**src/rtl/regfile_writeback_if.sv**
```systemverilog
// regfile_writeback_if
//   Bundles the writeback-side signals of regfile_writeback so the block is
//   connected through a single port.
//   Producer handshakes : mem_valid/mem_rd/mem_data/mem_ready,
//                         alu_valid/alu_rd/alu_data/alu_ready
//   Regfile write port  : regWrite/write_reg/write_data
//   Forwarding lookups  : fwd_reg1/fwd_reg2 in, fwd_hit*/fwd_data* out
//   Status              : pending (queue occupancy)
//   Modports: master = environment side (drives results and lookups),
//             slave  = regfile_writeback.
interface regfile_writeback_if #(
  parameter int WORD   = 64,
  parameter int ADDR_W = 5,
  parameter int CNT_W  = 3
);
  logic              mem_valid;
  logic [ADDR_W-1:0] mem_rd;
  logic [WORD-1:0]   mem_data;
  logic              mem_ready;
  logic              alu_valid;
  logic [ADDR_W-1:0] alu_rd;
  logic [WORD-1:0]   alu_data;
  logic              alu_ready;
  logic              regWrite;
  logic [ADDR_W-1:0] write_reg;
  logic [WORD-1:0]   write_data;
  logic [ADDR_W-1:0] fwd_reg1;
  logic [ADDR_W-1:0] fwd_reg2;
  logic              fwd_hit1;
  logic [WORD-1:0]   fwd_data1;
  logic              fwd_hit2;
  logic [WORD-1:0]   fwd_data2;
  logic [CNT_W-1:0]  pending;

  modport master (
    output mem_valid, mem_rd, mem_data, alu_valid, alu_rd, alu_data,
    output fwd_reg1, fwd_reg2,
    input  mem_ready, alu_ready, regWrite, write_reg, write_data,
    input  fwd_hit1, fwd_data1, fwd_hit2, fwd_data2, pending
  );

  modport slave (
    input  mem_valid, mem_rd, mem_data, alu_valid, alu_rd, alu_data,
    input  fwd_reg1, fwd_reg2,
    output mem_ready, alu_ready, regWrite, write_reg, write_data,
    output fwd_hit1, fwd_data1, fwd_hit2, fwd_data2, pending
  );
endinterface

```
**src/rtl/regfile_writeback.sv**
```systemverilog
// regfile_writeback
//   Write-side driver for the regfile write port. Load and ALU results are
//   queued in acceptance order (load before ALU when both arrive together),
//   drained one per cycle into registered regWrite/write_reg/write_data, and
//   exposed to decode through two combinational forwarding lookups.
//   Ports: clk, rst_n (async, active low), bus (regfile_writeback_if.slave).
module regfile_writeback #(
  parameter int WORD   = 64,
  parameter int DEPTH  = 4,
  parameter int ADDR_W = 5
) (
  input  logic               clk,
  input  logic               rst_n,
  regfile_writeback_if.slave bus
);
  localparam int PTR_W = $clog2(DEPTH);
  localparam int CNT_W = $clog2(DEPTH + 1);
  localparam logic [ADDR_W-1:0] XZR     = {ADDR_W{1'b1}};
  localparam logic [CNT_W-1:0]  LIM_ONE = CNT_W'(DEPTH - 1);
  localparam logic [CNT_W-1:0]  LIM_TWO = CNT_W'(DEPTH - 2);

  logic [CNT_W-1:0]  count_q, count_d;
  logic [PTR_W-1:0]  head_q, head_d, tail_q, tail_d;
  logic [ADDR_W-1:0] rd_q   [DEPTH];
  logic [ADDR_W-1:0] rd_d   [DEPTH];
  logic [WORD-1:0]   data_q [DEPTH];
  logic [WORD-1:0]   data_d [DEPTH];
  logic              wr_en_q, wr_en_d;
  logic [ADDR_W-1:0] wr_reg_q, wr_reg_d;
  logic [WORD-1:0]   wr_data_q, wr_data_d;

  logic              mem_ready_s, alu_ready_s;
  logic              mem_push_s, alu_push_s, pop_s;
  logic [PTR_W-1:0]  alu_slot_s;
  logic [WORD:0]     fwd1_s, fwd2_s;

  // Youngest pending value for idx: {hit, data}. The output register is the
  // oldest candidate, then queue entries from head (oldest) to tail (youngest),
  // so a later match overrides an earlier one.
  function automatic logic [WORD:0] fwd_lookup(input logic [ADDR_W-1:0] idx);
    logic             hit;
    logic [WORD-1:0]  val;
    logic [PTR_W-1:0] slot;
    hit = 1'b0;
    val = {WORD{1'b0}};
    if (idx != XZR) begin
      if (wr_en_q && (wr_reg_q == idx)) begin
        hit = 1'b1;
        val = wr_data_q;
      end
      for (int i = 0; i < DEPTH; i++) begin
        slot = head_q + PTR_W'(i);
        if ((CNT_W'(i) < count_q) && (rd_q[slot] == idx)) begin
          hit = 1'b1;
          val = data_q[slot];
        end
      end
    end
    return {hit, val};
  endfunction

  // Readies look only at the registered occupancy; a slot freed by this
  // edge's pop is deliberately not reused, keeping ready off the pop path.
  always_comb begin
    mem_ready_s = (count_q <= LIM_ONE);
    if (bus.mem_valid) begin
      alu_ready_s = (count_q <= LIM_TWO);
    end else begin
      alu_ready_s = (count_q <= LIM_ONE);
    end
    // XZR results are consumed by the handshake but never occupy a slot.
    mem_push_s = bus.mem_valid & mem_ready_s & (bus.mem_rd != XZR);
    alu_push_s = bus.alu_valid & alu_ready_s & (bus.alu_rd != XZR);
    pop_s      = (count_q != {CNT_W{1'b0}});
    alu_slot_s = mem_push_s ? (tail_q + PTR_W'(1)) : tail_q;
  end

  // Queue next state: pop head into the output register, push mem then ALU.
  always_comb begin
    rd_d      = rd_q;
    data_d    = data_q;
    head_d    = head_q;
    wr_reg_d  = wr_reg_q;
    wr_data_d = wr_data_q;
    if (pop_s) begin
      wr_en_d   = 1'b1;
      wr_reg_d  = rd_q[head_q];
      wr_data_d = data_q[head_q];
      head_d    = head_q + PTR_W'(1);
    end else begin
      // Empty queue: drop the enable, hold the last index/data.
      wr_en_d = 1'b0;
    end
    if (mem_push_s) begin
      rd_d[tail_q]   = bus.mem_rd;
      data_d[tail_q] = bus.mem_data;
    end else begin
      rd_d[tail_q]   = rd_d[tail_q];
    end
    if (alu_push_s) begin
      rd_d[alu_slot_s]   = bus.alu_rd;
      data_d[alu_slot_s] = bus.alu_data;
    end else begin
      rd_d[alu_slot_s]   = rd_d[alu_slot_s];
    end
    tail_d  = tail_q + PTR_W'(mem_push_s) + PTR_W'(alu_push_s);
    count_d = count_q + CNT_W'(mem_push_s) + CNT_W'(alu_push_s) - CNT_W'(pop_s);
  end

  // State registers; reset discards every pending entry.
  always_ff @(posedge clk or negedge rst_n) begin
    if (!rst_n) begin
      count_q   <= {CNT_W{1'b0}};
      head_q    <= {PTR_W{1'b0}};
      tail_q    <= {PTR_W{1'b0}};
      wr_en_q   <= 1'b0;
      wr_reg_q  <= {ADDR_W{1'b0}};
      wr_data_q <= {WORD{1'b0}};
      for (int i = 0; i < DEPTH; i++) begin
        rd_q[i]   <= {ADDR_W{1'b0}};
        data_q[i] <= {WORD{1'b0}};
      end
    end else begin
      count_q   <= count_d;
      head_q    <= head_d;
      tail_q    <= tail_d;
      wr_en_q   <= wr_en_d;
      wr_reg_q  <= wr_reg_d;
      wr_data_q <= wr_data_d;
      rd_q      <= rd_d;
      data_q    <= data_d;
    end
  end

  // Forwarding lookups for both decode read ports.
  always_comb begin
    fwd1_s = fwd_lookup(bus.fwd_reg1);
    fwd2_s = fwd_lookup(bus.fwd_reg2);
  end

  assign bus.mem_ready  = mem_ready_s;
  assign bus.alu_ready  = alu_ready_s;
  assign bus.regWrite   = wr_en_q;
  assign bus.write_reg  = wr_reg_q;
  assign bus.write_data = wr_data_q;
  assign bus.pending    = count_q;
  assign bus.fwd_hit1   = fwd1_s[WORD];
  assign bus.fwd_data1  = fwd1_s[WORD-1:0];
  assign bus.fwd_hit2   = fwd2_s[WORD];
  assign bus.fwd_data2  = fwd2_s[WORD-1:0];
endmodule
```
**src/flat_wrapper.sv**
```systemverilog
// flat-port wrapper written by rule: the top's interface ports become plain ports
module regfile_writeback_flat 
#(
  parameter int WORD   = 64,
  parameter int DEPTH  = 4,
  parameter int ADDR_W = 5
)
  (clk, rst_n, bus_mem_valid, bus_mem_rd, bus_mem_data, bus_alu_valid, bus_alu_rd, bus_alu_data, bus_fwd_reg1, bus_fwd_reg2, bus_mem_ready, bus_alu_ready, bus_regWrite, bus_write_reg, bus_write_data, bus_fwd_hit1, bus_fwd_data1, bus_fwd_hit2, bus_fwd_data2, bus_pending);
  regfile_writeback_if #(.WORD(WORD), .ADDR_W(ADDR_W)) bus_i ();
  input  logic clk;
  input  logic rst_n;
  input wire logic [$bits(bus_i.mem_valid)-1:0] bus_mem_valid;
  input wire logic [$bits(bus_i.mem_rd)-1:0] bus_mem_rd;
  input wire logic [$bits(bus_i.mem_data)-1:0] bus_mem_data;
  input wire logic [$bits(bus_i.alu_valid)-1:0] bus_alu_valid;
  input wire logic [$bits(bus_i.alu_rd)-1:0] bus_alu_rd;
  input wire logic [$bits(bus_i.alu_data)-1:0] bus_alu_data;
  input wire logic [$bits(bus_i.fwd_reg1)-1:0] bus_fwd_reg1;
  input wire logic [$bits(bus_i.fwd_reg2)-1:0] bus_fwd_reg2;
  output wire logic [$bits(bus_i.mem_ready)-1:0] bus_mem_ready;
  output wire logic [$bits(bus_i.alu_ready)-1:0] bus_alu_ready;
  output wire logic [$bits(bus_i.regWrite)-1:0] bus_regWrite;
  output wire logic [$bits(bus_i.write_reg)-1:0] bus_write_reg;
  output wire logic [$bits(bus_i.write_data)-1:0] bus_write_data;
  output wire logic [$bits(bus_i.fwd_hit1)-1:0] bus_fwd_hit1;
  output wire logic [$bits(bus_i.fwd_data1)-1:0] bus_fwd_data1;
  output wire logic [$bits(bus_i.fwd_hit2)-1:0] bus_fwd_hit2;
  output wire logic [$bits(bus_i.fwd_data2)-1:0] bus_fwd_data2;
  output wire logic [$bits(bus_i.pending)-1:0] bus_pending;
  assign bus_i.mem_valid = bus_mem_valid;
  assign bus_i.mem_rd = bus_mem_rd;
  assign bus_i.mem_data = bus_mem_data;
  assign bus_i.alu_valid = bus_alu_valid;
  assign bus_i.alu_rd = bus_alu_rd;
  assign bus_i.alu_data = bus_alu_data;
  assign bus_i.fwd_reg1 = bus_fwd_reg1;
  assign bus_i.fwd_reg2 = bus_fwd_reg2;
  assign bus_mem_ready = bus_i.mem_ready;
  assign bus_alu_ready = bus_i.alu_ready;
  assign bus_regWrite = bus_i.regWrite;
  assign bus_write_reg = bus_i.write_reg;
  assign bus_write_data = bus_i.write_data;
  assign bus_fwd_hit1 = bus_i.fwd_hit1;
  assign bus_fwd_data1 = bus_i.fwd_data1;
  assign bus_fwd_hit2 = bus_i.fwd_hit2;
  assign bus_fwd_data2 = bus_i.fwd_data2;
  assign bus_pending = bus_i.pending;
  regfile_writeback #(.WORD(WORD), .DEPTH(DEPTH), .ADDR_W(ADDR_W)) u_core (.clk(clk), .rst_n(rst_n), .bus(bus_i));
endmodule
```
**config.mk**
```make
export PLATFORM = sky130hd
export DESIGN_NAME = regfile_writeback_flat
export DESIGN_NICKNAME = d
export VERILOG_FILES = /design/src/rtl/regfile_writeback_if.sv /design/src/rtl/regfile_writeback.sv /design/src/flat_wrapper.sv
export SDC_FILE = /design/constraint.sdc
export NUM_CORES = 2
export LEC_CHECK = 0
export CAP_MARGIN = 20
export CORE_MARGIN = 2
export CORE_UTILIZATION = 50
export DETAILED_ROUTE_END_ITERATION = 10
export PLACE_DENSITY = 0.74
export SYNTH_ARGS = -nofsm -noshare
export SYNTH_HDL_FRONTEND = slang
export SYNTH_SLANG_ARGS = --single-unit
```
**constraint.sdc**
```tcl
create_clock -name clk -period 5.15 [get_ports clk]
set_input_delay 1.545 -clock clk [delete_from_list [all_inputs] [get_ports clk]]
set_output_delay 1.545 -clock clk [all_outputs]
set_load 0.01 [all_outputs]
```
* Word-level counts from Yosys, hierarchy flattened
Cells that the tools add are included.
Operators by class: bitwise logic cells 10, $lt $le $gt $ge 14, multiplexer cells 75, reduce and logical (&&, ||, !) cells 13, equality and inequality tests 14, add/sub/neg operators 9
Operators with widths (count):
- 64-bit 2-to-1 mux | 22
- 64-bit binary-select mux with 2-bit select | 4
- 256-bit bitwise mux | 2
- 256-bit 2-to-1 mux | 2
- 64-bit demux with 2-bit select | 2
- 20-bit bitwise mux | 4
- 5-bit 2-to-1 mux | 14
- 5-bit binary-select mux with 2-bit select | 6
- 5-bit equality test | 10
- 20-bit 2-to-1 mux | 2
- 5-bit demux with 2-bit select | 2
- 5-bit inequality test, second input constant | 4
- 3-bit >= comparator, second input constant | 6
- 2-bit NOT with 3-bit output | 6
- 1-bit 2-to-1 mux | 14
- 1-bit logical AND | 12
- 3-bit by 1-bit adder with 3-bit output | 2
- 3-bit by 2-bit <= comparator with 1-bit output, second input constant | 2
- 1-bit by 3-bit less-than comparator with 1-bit output, first input constant | 2
- 2-bit by 3-bit less-than comparator with 1-bit output, first input constant | 2
- 3-bit by 1-bit less-than comparator with 1-bit output, second input constant | 2
- 2-bit by 1-bit adder with 2-bit output | 2
- 2-bit by 1-bit adder with 2-bit output, second input constant | 2
- 2-bit adder, second input constant | 2
- other kinds (4) | 7
Word-level totals: input bits 152, output and inout port bits 205, logic and storage cells 149, register bits after elaboration 353

* Longest topological paths before layout
depth after elaboration 12, gate-level depth with buffers 12, gate-level depth less buffers 9

* Worst setup path after synthesis
Ideal clock, no wire load.
kind input port to output port, start in bus_fwd_reg1[1], end out bus_fwd_data1[54], stages 9, arrival time 3.500 ns, required time 3.605 ns, path slack 0.105 ns, path buffers 3, cells stage by stage clkbuf_1 > xnor2_1 > a2111oi_1 > o211ai_1 > buf_2 > clkbuf_1 > and3_1 > o311ai_0 > o221ai_1
On the way: word-level cells in the longest chain between the ends 8, elaborated cells on any way between the ends 17, classes of those cells 6 x eq/ne; 6 x mux; 5 x reduce/logical
Ends and longest elaborated chain:
- from (decl) | RTL line flat_wrapper.sv:18 | input wire logic [$bits(bus_i.fwd_reg1)-1:0] bus_fwd_reg1;
- 5-bit equality test | RTL line regfile_writeback.sv:47 | if (wr_en_q && (wr_reg_q == idx)) begin
- 1-bit logical AND | RTL line regfile_writeback.sv:47
- 64-bit 2-to-1 mux | RTL line regfile_writeback.sv:47
- 64-bit 2-to-1 mux (4 in series) | RTL line regfile_writeback.sv:53 | if ((CNT_W'(i) < count_q) && (rd_q[slot] == idx)) begin
- 64-bit 2-to-1 mux * | RTL line regfile_writeback.sv:46 | if (idx != XZR) begin
- to (decl) | RTL line flat_wrapper.sv:26 | output wire logic [$bits(bus_i.fwd_data1)-1:0] bus_fwd_data1;
Mark *: on every way between the ends. The rest lies on a longest branch, timed or not.

* Worst setup path after layout
start in bus_fwd_reg2[2], end out bus_fwd_data2[40]
On the way: word-level cells in the longest chain between the ends 8, elaborated cells on any way between the ends 17, classes of those cells 6 x eq/ne; 6 x mux; 5 x reduce/logical
Ends and longest elaborated chain:
- from (decl) | RTL line flat_wrapper.sv:19 | input wire logic [$bits(bus_i.fwd_reg2)-1:0] bus_fwd_reg2;
- 5-bit equality test | RTL line regfile_writeback.sv:47
- 1-bit logical AND | RTL line regfile_writeback.sv:47
- 64-bit 2-to-1 mux | RTL line regfile_writeback.sv:47
- 64-bit 2-to-1 mux (4 in series) | RTL line regfile_writeback.sv:53
- 64-bit 2-to-1 mux * | RTL line regfile_writeback.sv:46
- to (decl) | RTL line flat_wrapper.sv:28 | output wire logic [$bits(bus_i.fwd_data2)-1:0] bus_fwd_data2;
Marks and branches as above.

==> flow_metrics.tcl <==
set metrics [dict create \
    num_rows 85 \
    tightest_slew_ns 1.01 \
    synthToLayoutAreaGrowth_pct 33.8 \
    peakVddDrop_mv 0.493 \
    fmax_mhz 177 \
    whs_ns 0.533 \
    synth_common_cells "nand2_1 (484), nor2_1 (424), mux2i_1 (420)" \
    period_minus_slack_ns 5.66 \
    synth.most_common_cell "nand2_1" \
    p_int_uw 14500 \
    skew_ns 0.0143 \
    synth_warnings 0 \
    ioPinCount 357 \
    via_per_inst 6.60 \
    async_reset_ff_share_pct 100 \
    path_delay_family "simple AND/OR/NAND/NOR gates" \
    setup_viol 129 \
    synth_seq_cells 353 \
    cp_slowest_cell "or3b_4" \
    synthFlopType "dfrtp_1" \
    register_area_um2 8840 \
    grt_pass1_vias 27100 \
    combPwrFrac_pct 68.1 \
    multi_input_area_um2 18800 \
    cts_buffers 44 \
    rsz0062_at_grt "true" \
    hpwlAfterDp_mm 66.5 \
    p_sw_share_pct 48.1 \
    die_x_um 239 \
    htree_levels 2 \
    drtPass1Iterations 8 \
    fin_util_pct 68.1 \
    switchingPower_uw 13400 \
    instances_no_fill 4475 \
    worstSetupEndpointType "output port" \
    syn_inst 3352 \
    drc_errors 0 \
    nNetsFinal 3894 \
    regMostFlops "u_core.data_q" \
    drtIter0Drc 3639 \
    grt.total_usage_pct 36.3 \
    drv_cap 0 \
    wirelength_mm 116 \
    clkTransAtPathRegs_ns 0.06 \
    die_area_um2 56900 \
    coreArea_um2 54100 \
    vias 29500 \
    synth_top_area_cell "dfrtp_1" \
    ant_nets 0 \
    path_cells "buf_12, buf_6, xor2_2, mux2i_4, nor4_4, or3b_4, buf_12, clkbuf_16, o22ai_2, a31o_1, buf_2" \
    avgSynthCellArea_um2 8.21 \
    final.setup.worst_slack_ns -0.505 \
    cpMostUsedCell "buf_12" \
    power_density_nw_per_um2 758 \
    p_leak_uw 0.0176 \
    netlist_area_um2 27500 \
    antenna_found_initial 20 \
    ys_seq_area_share_pct 32.1 \
    crit_required_ns 3.61 \
    hold_viol 0 \
    hold_path_class "reg2reg" \
    crit_arrival_ns 4.11 \
    syn_nets 3514 \
    cp-start-kind "input pin" \
    design_area_um2 36800 \
    drv_slew 0 \
    clk_latency_ns 0.58 \
    violations "setup timing" \
    dpl-instance-area_um2 32900 \
    maxSlewHeadroom_pct 32.9 \
    fin_crit_sh_pct 110 \
    gp_congestion 0.979 \
    cp_max_fo 7 \
    netlist.area_leader.share_pct 32.1 \
    cts_hold_buf 0 \
    p_seq_share_pct 20.7 \
    dp.cells 4273 \
    cpPeakStageDelay_ns 0.56 \
    routedWlPerCell_um 26.0 \
    fill_cells 4162 \
    status "finished, violations left" \
    grt_max_degree 185 \
    grt_pass1_wl_mm 161 \
    grt-ovfl-total 0 \
    cts_tree "yes" \
    clock-sinks 353 \
    largest_reg_flops 256 \
    path_class "in2out" \
    io_buffers 356 \
    synth_edf_count 0 \
    ys_types 52 \
    root_buffer "clkbuf_16" \
    path_buf_inv 5 \
    synthTopCellsByArea "dfrtp_1 (32%), mux2i_1 (15%), nand2_1 (6.6%)" \
    initial_core_util_pct 50.8 \
    die_h_um 239 \
    clk_path_buf_depth 3 \
    post_route_cells_drive_above_1_share_pct 24.6 \
    p_clk_share_pct 11.3 \
]
[layout make-up]
class / count / area share, %
Antenna cell: 16 / 0.109
Clock buffer: 70 / 3.58
Clock inverter: 7 / 0.231
Inverter: 17 / 0.194
Multi-Input combinational cell: 2670 / 51.2
Sequential cell: 353 / 24.0
Tap cell: 696 / 2.36
Timing Repair Buffer: 646 / 18.4
[per-layer routing]
metal  global-route usage (%)  routed length, µm  vias up
li1                         -                  -    12800
met2                     56.3              51300     2082
met3                     7.74              13000      550
met5                        0                 53        -
met1                     47.1              43400    14000
met4                     20.6               8480        8
[power groups by stage]
stage / registers (µW) / logic, µW / clock network [µW]
final: 5770 / 19000 / 3140
after global routing: 5920 / 20200 / 3280
after CTS: 5660 / 17100 / 3150
after detailed placement: 5720 / 16700 / 0
after global placement: 5640 / 16500 / 0
after floorplan: 5340 / 10800 / 0
[per-stage QoR]
stage | TNS [ns] | power (µW) | worst slack, ns
after detailed placement | -101.47 | 22400 | -0.991
after floorplan | 0 | 16200 | 0.105
after CTS | -3.85 | 25900 | -0.165
after global placement | -97.01 | 22100 | -0.879
after global routing | -31.79 | 29300 | -0.472
final | -34.66 | 27900 | -0.505
[what timing repair did]
| item | in CTS | in global routing |
|---|---|---|
| pin swaps | 34 | 115 |
| setup endpoints to repair | 130 | 129 |
| cloned | 13 | 18 |
| setup buffers | 44 | 43 |
| resized for setup | 680 | 270 |
[worst paths after layout]
check,depth (start not counted),endpoint,start,slack [ns]
setup / recovery,11,bus_fwd_data2[40],bus_fwd_reg2[2],-0.51
hold / removal,2,u_core.bus.write_data[35],u_core.bus.write_data[35],0.53
hold reg to reg,2,u_core.bus.write_data[35],u_core.bus.write_data[35],0.53
min in group asynchronous,1,u_core.rd_q[5],rst_n,0.96
max in group asynchronous,2,u_core.data_q[112],rst_n,2.95
setup reg to reg,11,u_core.data_q[40],u_core.bus.pending[2],1.76
[placed cells by master (no fill, tap or decap), drive strengths merged, types with 4 or more instances in the layout]
cell type,count
nand4,5
nor4,5
a211o,64
mux4,22
diode,16
mux2,140
xor2,31
buf,408
nor2b,4
clkdlybuf4s50,215
and3,71
a211oi,6
a31o,65
o21ai,247
nor3,6
o21ba,9
dfrtp,353
nor2,424
inv,16
and2,9
or2,57
o22ai,68
clkbuf,89
nand3,5
o211ai,8
o311ai,64
a31oi,8
a21oi,327
clkinv,6
nand2,484
mux2i,420
o221ai,64
nand2b,4
xnor2,26
ha,7
[cell families (layout without fill, tap and decap cells)]
group	Yosys count	count (layout)	synth area share, %
other	0	16	0
buffers and inverters	329	740	5.04
DFF	353	353	32.1
muxes	582	582	22.8
adders and majority gates	10	10	0.536
AOI/OAI and AO/OA	942	942	21.4
and+or+nand+nor	1079	1079	16.3
xor gates and xnor gates	57	57	1.81
[tightest hold or removal path, cell delays in order (launching register included)]
cell and delay [ns]:
dfrtp_1 0.38, nand2_1 0.05, o21ai_0 0.06
No activity file was read; power rests on OpenSTA's default activity.
